==> src/rtl/lock_code_entry_if.sv <==
// Keypad/display bundle between the lock front panel and the code-entry block:
// four raw buttons in, entered code and lock status out.
interface lock_code_entry_if;
  logic        btn_up;
  logic        btn_down;
  logic        btn_sel;
  logic        btn_enter;
  logic [19:0] big_bin;
  logic [1:0]  cursor;
  logic        unlocked;
  logic        alarm;
  logic [2:0]  fail_count;

  modport master (
    output btn_up, btn_down, btn_sel, btn_enter,
    input  big_bin, cursor, unlocked, alarm, fail_count
  );

  modport slave (
    input  btn_up, btn_down, btn_sel, btn_enter,
    output big_bin, cursor, unlocked, alarm, fail_count
  );
endinterface

==> src/rtl/lock_code_entry.sv <==
// Keypad-side producer for the digital lock: conditions four buttons, edits a
// 4-digit code, checks it against CODE and drives unlock / alarm / lockout.
module lock_code_entry #(
  parameter int          DEBOUNCE_CYCLES = 1_000_000,
  parameter logic [19:0] CODE            = {5'd1, 5'd2, 5'd3, 5'd4},
  parameter int          MAX_FAILS       = 3,
  parameter int          LOCKOUT_CYCLES  = 500_000_000
) (
  input  logic             clk,
  input  logic             rst,
  lock_code_entry_if.slave bus
);
  localparam int DB_W      = $clog2(DEBOUNCE_CYCLES + 1);
  localparam int LT_W      = $clog2(LOCKOUT_CYCLES + 1);
  localparam int BTN_UP    = 0;
  localparam int BTN_DOWN  = 1;
  localparam int BTN_SEL   = 2;
  localparam int BTN_ENTER = 3;

  logic [3:0] raw;
  logic [3:0] pulse;

  assign raw = {bus.btn_enter, bus.btn_sel, bus.btn_down, bus.btn_up};

  genvar gi;
  generate
    for (gi = 0; gi < 4; gi++) begin : g_btn
      logic            sync1_reg;
      logic            sync2_reg;
      logic            level_reg;
      logic            level_prev_reg;
      logic [DB_W-1:0] cnt_reg;

      // The counter only runs while the synchronized level disagrees with the
      // accepted level, so any return to the old level restarts the wait.
      always_ff @(posedge clk or posedge rst) begin
        if (rst) begin
          sync1_reg      <= 1'b0;
          sync2_reg      <= 1'b0;
          level_reg      <= 1'b0;
          level_prev_reg <= 1'b0;
          cnt_reg        <= '0;
        end else begin
          sync1_reg      <= raw[gi];
          sync2_reg      <= sync1_reg;
          level_prev_reg <= level_reg;
          if (sync2_reg == level_reg) begin
            cnt_reg <= '0;
          end else if (cnt_reg == DB_W'(DEBOUNCE_CYCLES - 1)) begin
            level_reg <= sync2_reg;
            cnt_reg   <= '0;
          end else begin
            cnt_reg <= cnt_reg + 1'b1;
          end
        end
      end

      assign pulse[gi] = level_reg & ~level_prev_reg;
    end
  endgenerate

  typedef enum logic [1:0] {ENTRY, CHECK, OPEN, LOCKOUT} state_t;

  state_t          state_reg;
  logic [4:0]      digit_reg [4];
  logic [1:0]      cursor_reg;
  logic            unlocked_reg;
  logic            alarm_reg;
  logic [2:0]      fail_reg;
  logic [LT_W-1:0] timer_reg;
  logic [19:0]     code_entered;

  assign code_entered = {digit_reg[3], digit_reg[2], digit_reg[1], digit_reg[0]};

  always_ff @(posedge clk or posedge rst) begin
    if (rst) begin
      state_reg    <= ENTRY;
      cursor_reg   <= 2'd3;
      unlocked_reg <= 1'b0;
      alarm_reg    <= 1'b0;
      fail_reg     <= 3'd0;
      timer_reg    <= '0;
      for (int i = 0; i < 4; i++) digit_reg[i] <= 5'd0;
    end else begin
      case (state_reg)
        ENTRY: begin
          // Only the highest-priority pulse acts: enter > sel > up > down.
          if (pulse[BTN_ENTER]) begin
            state_reg <= CHECK;
          end else if (pulse[BTN_SEL]) begin
            cursor_reg <= cursor_reg - 2'd1;
          end else if (pulse[BTN_UP]) begin
            digit_reg[cursor_reg] <= (digit_reg[cursor_reg] == 5'd9) ? 5'd0
                                                                     : digit_reg[cursor_reg] + 5'd1;
          end else if (pulse[BTN_DOWN]) begin
            digit_reg[cursor_reg] <= (digit_reg[cursor_reg] == 5'd0) ? 5'd9
                                                                     : digit_reg[cursor_reg] - 5'd1;
          end
        end
        CHECK: begin
          if (code_entered == CODE) begin
            state_reg    <= OPEN;
            unlocked_reg <= 1'b1;
            fail_reg     <= 3'd0;
          end else if (fail_reg + 3'd1 == 3'(MAX_FAILS)) begin
            state_reg <= LOCKOUT;
            alarm_reg <= 1'b1;
            fail_reg  <= 3'(MAX_FAILS);
            timer_reg <= LT_W'(LOCKOUT_CYCLES - 1);
          end else begin
            state_reg  <= ENTRY;
            fail_reg   <= fail_reg + 3'd1;
            cursor_reg <= 2'd3;
            for (int i = 0; i < 4; i++) digit_reg[i] <= 5'd0;
          end
        end
        OPEN: begin
          if (pulse[BTN_ENTER]) begin
            state_reg    <= ENTRY;
            unlocked_reg <= 1'b0;
            cursor_reg   <= 2'd3;
            for (int i = 0; i < 4; i++) digit_reg[i] <= 5'd0;
          end
        end
        LOCKOUT: begin
          // Timer is loaded with LOCKOUT_CYCLES-1 so alarm stays high exactly LOCKOUT_CYCLES cycles.
          if (timer_reg == '0) begin
            state_reg  <= ENTRY;
            alarm_reg  <= 1'b0;
            fail_reg   <= 3'd0;
            cursor_reg <= 2'd3;
            for (int i = 0; i < 4; i++) digit_reg[i] <= 5'd0;
          end else begin
            timer_reg <= timer_reg - 1'b1;
          end
        end
        default: state_reg <= ENTRY;
      endcase
    end
  end

  assign bus.big_bin    = code_entered;
  assign bus.cursor     = cursor_reg;
  assign bus.unlocked   = unlocked_reg;
  assign bus.alarm      = alarm_reg;
  assign bus.fail_count = fail_reg;
endmodule

==> src/flat_wrapper.sv <==
// flat-port wrapper written by rule: the top's interface ports become plain ports
module lock_code_entry_flat 
#(
  parameter int          DEBOUNCE_CYCLES = 1_000_000,
  parameter logic [19:0] CODE            = {5'd1, 5'd2, 5'd3, 5'd4},
  parameter int          MAX_FAILS       = 3,
  parameter int          LOCKOUT_CYCLES  = 500_000_000
)
  (clk, rst, bus_btn_up, bus_btn_down, bus_btn_sel, bus_btn_enter, bus_big_bin, bus_cursor, bus_unlocked, bus_alarm, bus_fail_count);
  lock_code_entry_if bus_i ();
  input  logic clk;
  input  logic rst;
  input wire logic [$bits(bus_i.btn_up)-1:0] bus_btn_up;
  input wire logic [$bits(bus_i.btn_down)-1:0] bus_btn_down;
  input wire logic [$bits(bus_i.btn_sel)-1:0] bus_btn_sel;
  input wire logic [$bits(bus_i.btn_enter)-1:0] bus_btn_enter;
  output wire logic [$bits(bus_i.big_bin)-1:0] bus_big_bin;
  output wire logic [$bits(bus_i.cursor)-1:0] bus_cursor;
  output wire logic [$bits(bus_i.unlocked)-1:0] bus_unlocked;
  output wire logic [$bits(bus_i.alarm)-1:0] bus_alarm;
  output wire logic [$bits(bus_i.fail_count)-1:0] bus_fail_count;
  assign bus_i.btn_up = bus_btn_up;
  assign bus_i.btn_down = bus_btn_down;
  assign bus_i.btn_sel = bus_btn_sel;
  assign bus_i.btn_enter = bus_btn_enter;
  assign bus_big_bin = bus_i.big_bin;
  assign bus_cursor = bus_i.cursor;
  assign bus_unlocked = bus_i.unlocked;
  assign bus_alarm = bus_i.alarm;
  assign bus_fail_count = bus_i.fail_count;
  lock_code_entry #(.DEBOUNCE_CYCLES(DEBOUNCE_CYCLES), .CODE(CODE), .MAX_FAILS(MAX_FAILS), .LOCKOUT_CYCLES(LOCKOUT_CYCLES)) u_core (.clk(clk), .rst(rst), .bus(bus_i));
endmodule
==> config.mk <==
export PLATFORM = sky130hd
export DESIGN_NAME = lock_code_entry_flat
export DESIGN_NICKNAME = d
export VERILOG_FILES = /design/src/rtl/lock_code_entry_if.sv /design/src/rtl/lock_code_entry.sv /design/src/flat_wrapper.sv
export SDC_FILE = /design/constraint.sdc
export NUM_CORES = 1
export LEC_CHECK = 0
export CORE_AREA = 8 8 128 130
export CTS_CLUSTER_DIAMETER = 80
export DETAILED_ROUTE_END_ITERATION = 10
export DIE_AREA = 0 0 136 138
export GPL_ROUTABILITY_DRIVEN = 0
export GPL_TIMING_DRIVEN = 0
export PLACE_DENSITY_LB_ADDON = 0.08
export SLEW_MARGIN = 10
export SYNTH_ARGS = -nofsm -noshare
export SYNTH_HDL_FRONTEND = slang
export SYNTH_SLANG_ARGS = --single-unit
export TNS_END_PERCENT = 20
==> constraint.sdc <==
create_clock -name clk -period 6.38 [get_ports clk]
set_clock_uncertainty 0.1 [all_clocks]
set_input_delay 0.638 -clock clk [delete_from_list [all_inputs] [get_ports clk]]
set_output_delay 0.638 -clock clk [all_outputs]
set_load 0.05 [all_outputs]
==> results_dict.tcl, run 1 <==
set metrics [dict create \
    async_flop_share_pct 100.0 \
    synth_cells 781 \
    cap_violations 0 \
    clk_latency_ns 0.42 \
    cts_tree "yes" \
    r2r-end "u_core.timer_reg[4]" \
    synth_top_area_share_pct 48.92 \
    antenna_cells 0 \
    clkPwrFrac_pct 49.8 \
    ys_warn_count 0 \
    cp_common_cell "buf_2" \
    drive_gt1_share_pct 6.974 \
    hpwl_mm 11.58 \
    via_per_inst 5.859 \
    pre_cts_ws_ns 3.028 \
    start_util_pct 54.32 \
    antenna_found_initial 0 \
    utilization_pct 62.64 \
    critPathKind "flop to flop" \
    path_delay_family "compound AO/OA/AOI/OAI gates" \
    status "complete, no violations" \
    sequentialPowerShare_pct 47.9 \
    critPathLaunchType "flop" \
    grt_max_degree 103 \
    critPathCaptureType "flop" \
    hold_violations 0 \
    top_usage_layer "met2" \
    leakagePower_nw 3.937 \
    rsz0062_at_grt "no" \
    cts_made_buffers 17 \
    synth_edf_count 0 \
    h-tree-depth 4 \
    slowest_stage "a211oi_1" \
    synth_common_cells "152 x dfrtp_1, 109 x nor2_1, 55 x nand3_1" \
    setup_viol 0 \
    use_met1_pct 23.45 \
    netlist.top_cell.by_area "dfrtp_1" \
    syn_avg_cell_area_um2 9.955 \
    critPathLaunch "u_core.state_reg[1]" \
    drt-total-wl_mm 16.54 \
    die_h_um 138 \
    tightestPinTransition_ns 0.8003 \
    worstRegToRegCells 10 \
    fin_cells 1030 \
    io_pins 33 \
    p_per_area_nw_per_um2 230.9 \
    min_period_ns 3.420 \
    coreArea_um2 14310 \
    nets 858 \
    synthesis.area_um2 7775 \
    first_pass_iters 5 \
    path_clk_slew_ns 0.06 \
    grt_usage_pct 18.15 \
    grt_overflow 0 \
    cp_num_cells 10 \
    holdBufCountCts 0 \
    ys_types 61 \
    hold_class "flop to flop" \
    vias 6035 \
    grt_pass1_vias 5970 \
    comb_power_share_pct 2.2 \
    cp_cell_sequence "inv_1 > ha_1 > clkbuf_1 > clkinv_1 > a211oi_1 > o21ai_0 > buf_2 > buf_2 > o41ai_1 > o211ai_1" \
    ctsResizeCount 0 \
    grt_pass1_wl_mm 28.17 \
    drc 0 \
    drv_slew 0 \
    ctsLongestPathBuffers 2 \
    synth_most_common_cell "dfrtp_1" \
    avgRoutedWirePerCell_um 16.06 \
    p_int_mw 1.635 \
    met2_usage_pct 29.03 \
    syn_nets 806 \
    area_delta_synth_final_pct 15.32 \
    ys_ff_latch 154 \
    largest_reg_flops 80 \
    setup_tns_ns 0 \
    die_area_um2 18770 \
    ir_drop_mv 0.1917 \
    io_buffers 32 \
    yosysSeqAreaShare_pct 49.60 \
    crit_arrival_ns 3.58 \
    ys.flop_type "dfrtp_1" \
    r2r_start "u_core.state_reg[1]" \
    cp_num_buf_inv 5 \
    ant_nets 0 \
    synth_area_leaders "dfrtp_1 49%, nor2_1 5.3%, xor2_1 5.1%, nand3_1 3.5%, xnor2_1 3.5%" \
    cp_max_fo 10 \
    holdPathStages 0 \
    die_w_um 136 \
    fmax_ghz 0.2924 \
    rows 44 \
    cp_data_required_time_ns 6.54 \
    grt_use_met3_pct 3.478 \
    switching_share_pct 21.03 \
    worst_slack_ns 2.960 \
    clock-root-buffer "clkbuf_16" \
    post_cts_buffers 0 \
    cts.sinks 154 \
    crit_end "u_core.timer_reg[4]" \
    dr.first_iter.drc_count 452 \
    period_share_pct 53.61 \
    maxSlewHeadroom_pct 46.32 \
    reg2reg_slack_ns 2.96 \
    cpPeakStageDelay_ns 0.71 \
    dp.cells 998 \
    p_sw_mw 0.4355 \
]
-- cell families after synthesis --
family,share of synthesized area [%]
flops,49.60
compound gates,10.57
simple gates,23.17
mux,2.398
buf+inv,2.639
xor+xnor,8.561
fa+ha+maj,3.058
-- routing by layer --
layer | share of wire (%) | vias up
met4 | 2.3 | 0
met3 | 4.5 | 33
met1 | 45 | 2957
li1 | - | 2886
met5 | 0 | -
met2 | 48 | 159
-- per-stage QoR --
stage / total power [mW] / instance area, um^2 / hold WS, ns
2_1_floorplan: 1.041 / 7775 / 0.2312
3_3_place_gp: 1.054 / 8325 / 0.2369
3_5_place_dp: 1.059 / 8361 / 0.2393
4_1_cts: 2.093 / 8966 / 0.2529
5_1_grt: 2.142 / 8966 / 0.2670
6_report: 2.070 / 8966 / 0.2504
-- layout by cell type, fill, tap and decap left out, types with 17 or more instances in the layout --
cell	instances
a21oi_1	18
ha_1	19
o21ai_0	27
nand2_1	52
clkdlybuf4s50_1	32
clkbuf_1	24
nor2_1	109
clkbuf_16	17
dfrtp_1	152
nand3_1	55
inv_1	26
xnor2_1	31
and3_1	20
xor2_1	45
-- worst min path at each step --
stage | from | end | slack (ns)
finish | u_core.g_btn[3].sync1_reg | u_core.g_btn[3].sync2_reg | 0.25
global placement | u_core.g_btn[3].sync1_reg | u_core.g_btn[3].sync2_reg | 0.24
CTS | u_core.g_btn[3].sync1_reg | u_core.g_btn[3].sync2_reg | 0.25
detailed placement | u_core.g_btn[3].sync1_reg | u_core.g_btn[3].sync2_reg | 0.24
floorplan | u_core.g_btn[0].sync1_reg | u_core.g_btn[0].sync2_reg | 0.23
global route | u_core.g_btn[3].sync1_reg | u_core.g_btn[3].sync2_reg | 0.27
-- power groups by stage --
stage          Sequential, mW  Clock [mW]  Combinational (mW)
2_1_floorplan            1.01           0              0.0322
3_3_place_gp             1.01           0              0.0443
3_5_place_dp             1.01           0              0.0487
4_1_cts                 0.993        1.05              0.0489
5_1_grt                 0.993        1.09              0.0555
6_report                0.993        1.03              0.0465
-- cell type report --
class	instances	area, um^2
Sequential cell	154	3856
Clock buffer	22	464.2
Buffer	24	100.1
Inverter	28	112.6
Tap cell	184	230.2
Timing Repair Buffer	33	347.8
Multi-Input combinational cell	575	3714
Clock inverter	10	141.4
Fill cell	1175	5348
Note: power is estimated with default switching activity, not from simulation.
==> run 2, diff against run 1 <==
==> constraint.sdc (replaced) <==
create_clock -name clk -period 3.4 [get_ports clk]
set_clock_uncertainty 0.1 [all_clocks]
set_input_delay 0.34 -clock clk [delete_from_list [all_inputs] [get_ports clk]]
set_output_delay 0.34 -clock clk [all_outputs]
set_load 0.05 [all_outputs]
==> run 2 against run 1 <==
Final cell count up 0.19%. Die area unchanged. Count of clock-buffer cells in the layout down 2. Sequential share of layout area down 0.38 points.
==> results_dict.tcl, run 2 (same netlist as run 1, synthesis figures left out) <==
set metrics [dict create \
    antenna_found_initial 0 \
    clkPwrFrac_pct 51.2 \
    cap_violations 0 \
    mostFrequentLayoutCells "152 x dfrtp_1, 109 x nor2_1, 55 x nand3_1" \
    grt_overflow 0 \
    grt_max_degree 41 \
    avgRoutedWirePerCell_um 16.28 \
    via_per_inst 5.843 \
    critPathLaunchType "flop" \
    hold_class "input pin to async pin" \
    leakagePower_nw 3.974 \
    use_met1_pct 24.73 \
    met2_usage_pct 29.14 \
    first_pass_iters 5 \
    crit_arrival_ns 3.39 \
    io_buffers 32 \
    start_util_pct 54.32 \
    h-tree-depth 4 \
    drive_gt1_share_pct 7.311 \
    cts_tree "yes" \
    r2r_start "u_core.timer_reg[0]" \
    cp_data_required_time_ns 3.65 \
    min_period_ns 3.138 \
    critPathCaptureType "flop" \
    grt_use_met3_pct 4.275 \
    die_area_um2 18770 \
    period_share_pct 92.28 \
    p_sw_mw 0.8291 \
    coreArea_um2 14310 \
    cts.sinks 154 \
    final_common_cell "dfrtp_1" \
    path_clk_slew_ns 0.06 \
    die_h_um 138 \
    vias 6030 \
    top_usage_layer "met2" \
    fmax_ghz 0.3187 \
    drv_slew 0 \
    grt_usage_pct 18.51 \
    holdBufCountCts 0 \
    worstRegToRegCells 9 \
    critPathKind "flop to flop" \
    cts_made_buffers 17 \
    post_cts_buffers 0 \
    switching_share_pct 20.69 \
    rsz0062_at_grt "no" \
    fin_total_pwr_mw 4.008 \
    drt-total-wl_mm 16.80 \
    status "complete, no violations" \
    tightestPinTransition_ns 0.6125 \
    r2r-end "u_core.bus.big_bin[0]" \
    dr.first_iter.drc_count 525 \
    setup_viol 0 \
    p_per_area_nw_per_um2 443.1 \
    utilization_pct 63.20 \
    cp_max_fo 10 \
    clk_latency_ns 0.43 \
    reg2reg_slack_ns 0.26 \
    die_w_um 136 \
    p_int_mw 3.179 \
    ir_drop_mv 0.3348 \
    hpwl_mm 11.85 \
    dp.cells 1001 \
    area_delta_synth_final_pct 16.35 \
    grt_pass1_vias 5909 \
    antenna_cells 0 \
    rows 44 \
    largest_reg_flops 80 \
    setup_tns_ns 0 \
    sequentialPowerShare_pct 46.5 \
    fin_cells 1032 \
    clock-root-buffer "clkbuf_16" \
    ctsLongestPathBuffers 2 \
    nets 861 \
    grt_pass1_wl_mm 28.87 \
    ant_nets 0 \
    io_pins 33 \
    maxSlewHeadroom_pct 59.08 \
    drc 0 \
    comb_power_share_pct 2.3 \
    hold_violations 0 \
]
-- run 2: cell types whose count changed in the layout (fill, tap and decap cells not counted), sizes merged --
cell,change
buf,+3
bufinv,+2
clkbuf,-2
clkinv,+1
clkinvlp,-1
inv,-1
-- run 2: per-layer routing --
| metal | wire, um | part of all wire (%) |
|---|---|---|
| met1 | 7678 | 46 |
| met4 | 169 | 1.0 |
| met5 | 0 | 0 |
| met3 | 784 | 4.7 |
| met2 | 8165 | 49 |
-- run 2: worst max-delay path: stages (launching register included) --
cell	delay, ns
dfrtp_1	0.39
inv_1	0.12
ha_1	0.21
nor4b_2	0.39
nand4_1	0.26
o41a_4	0.60
a2111oi_4	0.38
buf_6	0.20
o211ai_1	0.21
o2bb2ai_1	0.19
-- run 2: what timing repair did --
| item | CTS | global route |
|---|---|---|
| hold endpoints to repair | 0 | 0 |
| endpoints found under the setup margin | 0 | 16 |
| gates resized for setup | 0 | 1 |
-- run 2: how the worst max path moves through the flow --
| stage | startpoint | end | slack (ns) | depth (start not counted) |
|---|---|---|---|---|
| 2_1_floorplan | u_core.bus.cursor[0] | u_core.bus.big_bin[13] | 0.56 | 10 |
| 3_3_place_gp | rst | u_core.g_btn[3].cnt_reg[7] | -0.22 | 2 |
| 3_5_place_dp | u_core.state_reg[1] | u_core.timer_reg[4] | 0.18 | 10 |
| 4_1_cts | u_core.state_reg[1] | u_core.timer_reg[4] | 0.14 | 10 |
| 5_1_grt | u_core.state_reg[1] | u_core.timer_reg[4] | 0.009 | 10 |
| 6_report | u_core.timer_reg[0] | u_core.bus.big_bin[0] | 0.26 | 9 |
-- run 2: layout make-up --
class | instances | area, um^2
Fill cell | 1164 | 5268
Sequential cell | 154 | 3856
Multi-Input combinational cell | 575 | 3719
Clock buffer | 20 | 436.7
Timing Repair Buffer | 36 | 400.4
Tap cell | 184 | 230.2
Clock inverter | 11 | 195.2
Inverter | 28 | 108.9
Buffer | 24 | 100.1
-- run 2: per-stage QoR --
| stage | cell area, um^2 | setup WS (ns) | hold slack, ns |
|---|---|---|---|
| floorplan | 7779 | 0.5565 | 0.2312 |
| global placement | 8329 | -0.2235 | 0.2331 |
| detailed placement | 8409 | 0.1850 | 0.2449 |
| CTS | 9041 | 0.1418 | 0.1448 |
| global route | 9046 | 0.008967 | 0.1660 |
| finish | 9046 | 0.2624 | 0.1383 |
-- run 2: power groups by stage --
stage / Sequential [mW] / Clock (mW) / Combinational, mW
3_5_place_dp: 1.90 / 0 / 0.0983
4_1_cts: 1.86 / 2.08 / 0.0987
5_1_grt: 1.86 / 2.17 / 0.111
3_3_place_gp: 1.90 / 0 / 0.0834
2_1_floorplan: 1.89 / 0 / 0.0608
6_report: 1.86 / 2.05 / 0.0937
==> run 3, diff against run 2 <==
--- a/config.mk
+++ b/config.mk
@@ -9,7 +9,6 @@
 export CTS_CLUSTER_DIAMETER = 80
 export DETAILED_ROUTE_END_ITERATION = 10
 export DIE_AREA = 0 0 136 138
-export GPL_ROUTABILITY_DRIVEN = 0
 export GPL_TIMING_DRIVEN = 0
 export PLACE_DENSITY_LB_ADDON = 0.08
 export SLEW_MARGIN = 10
==> results of run 3 <==
No change in the layout: final DEF, timing and power equal those of run 2.
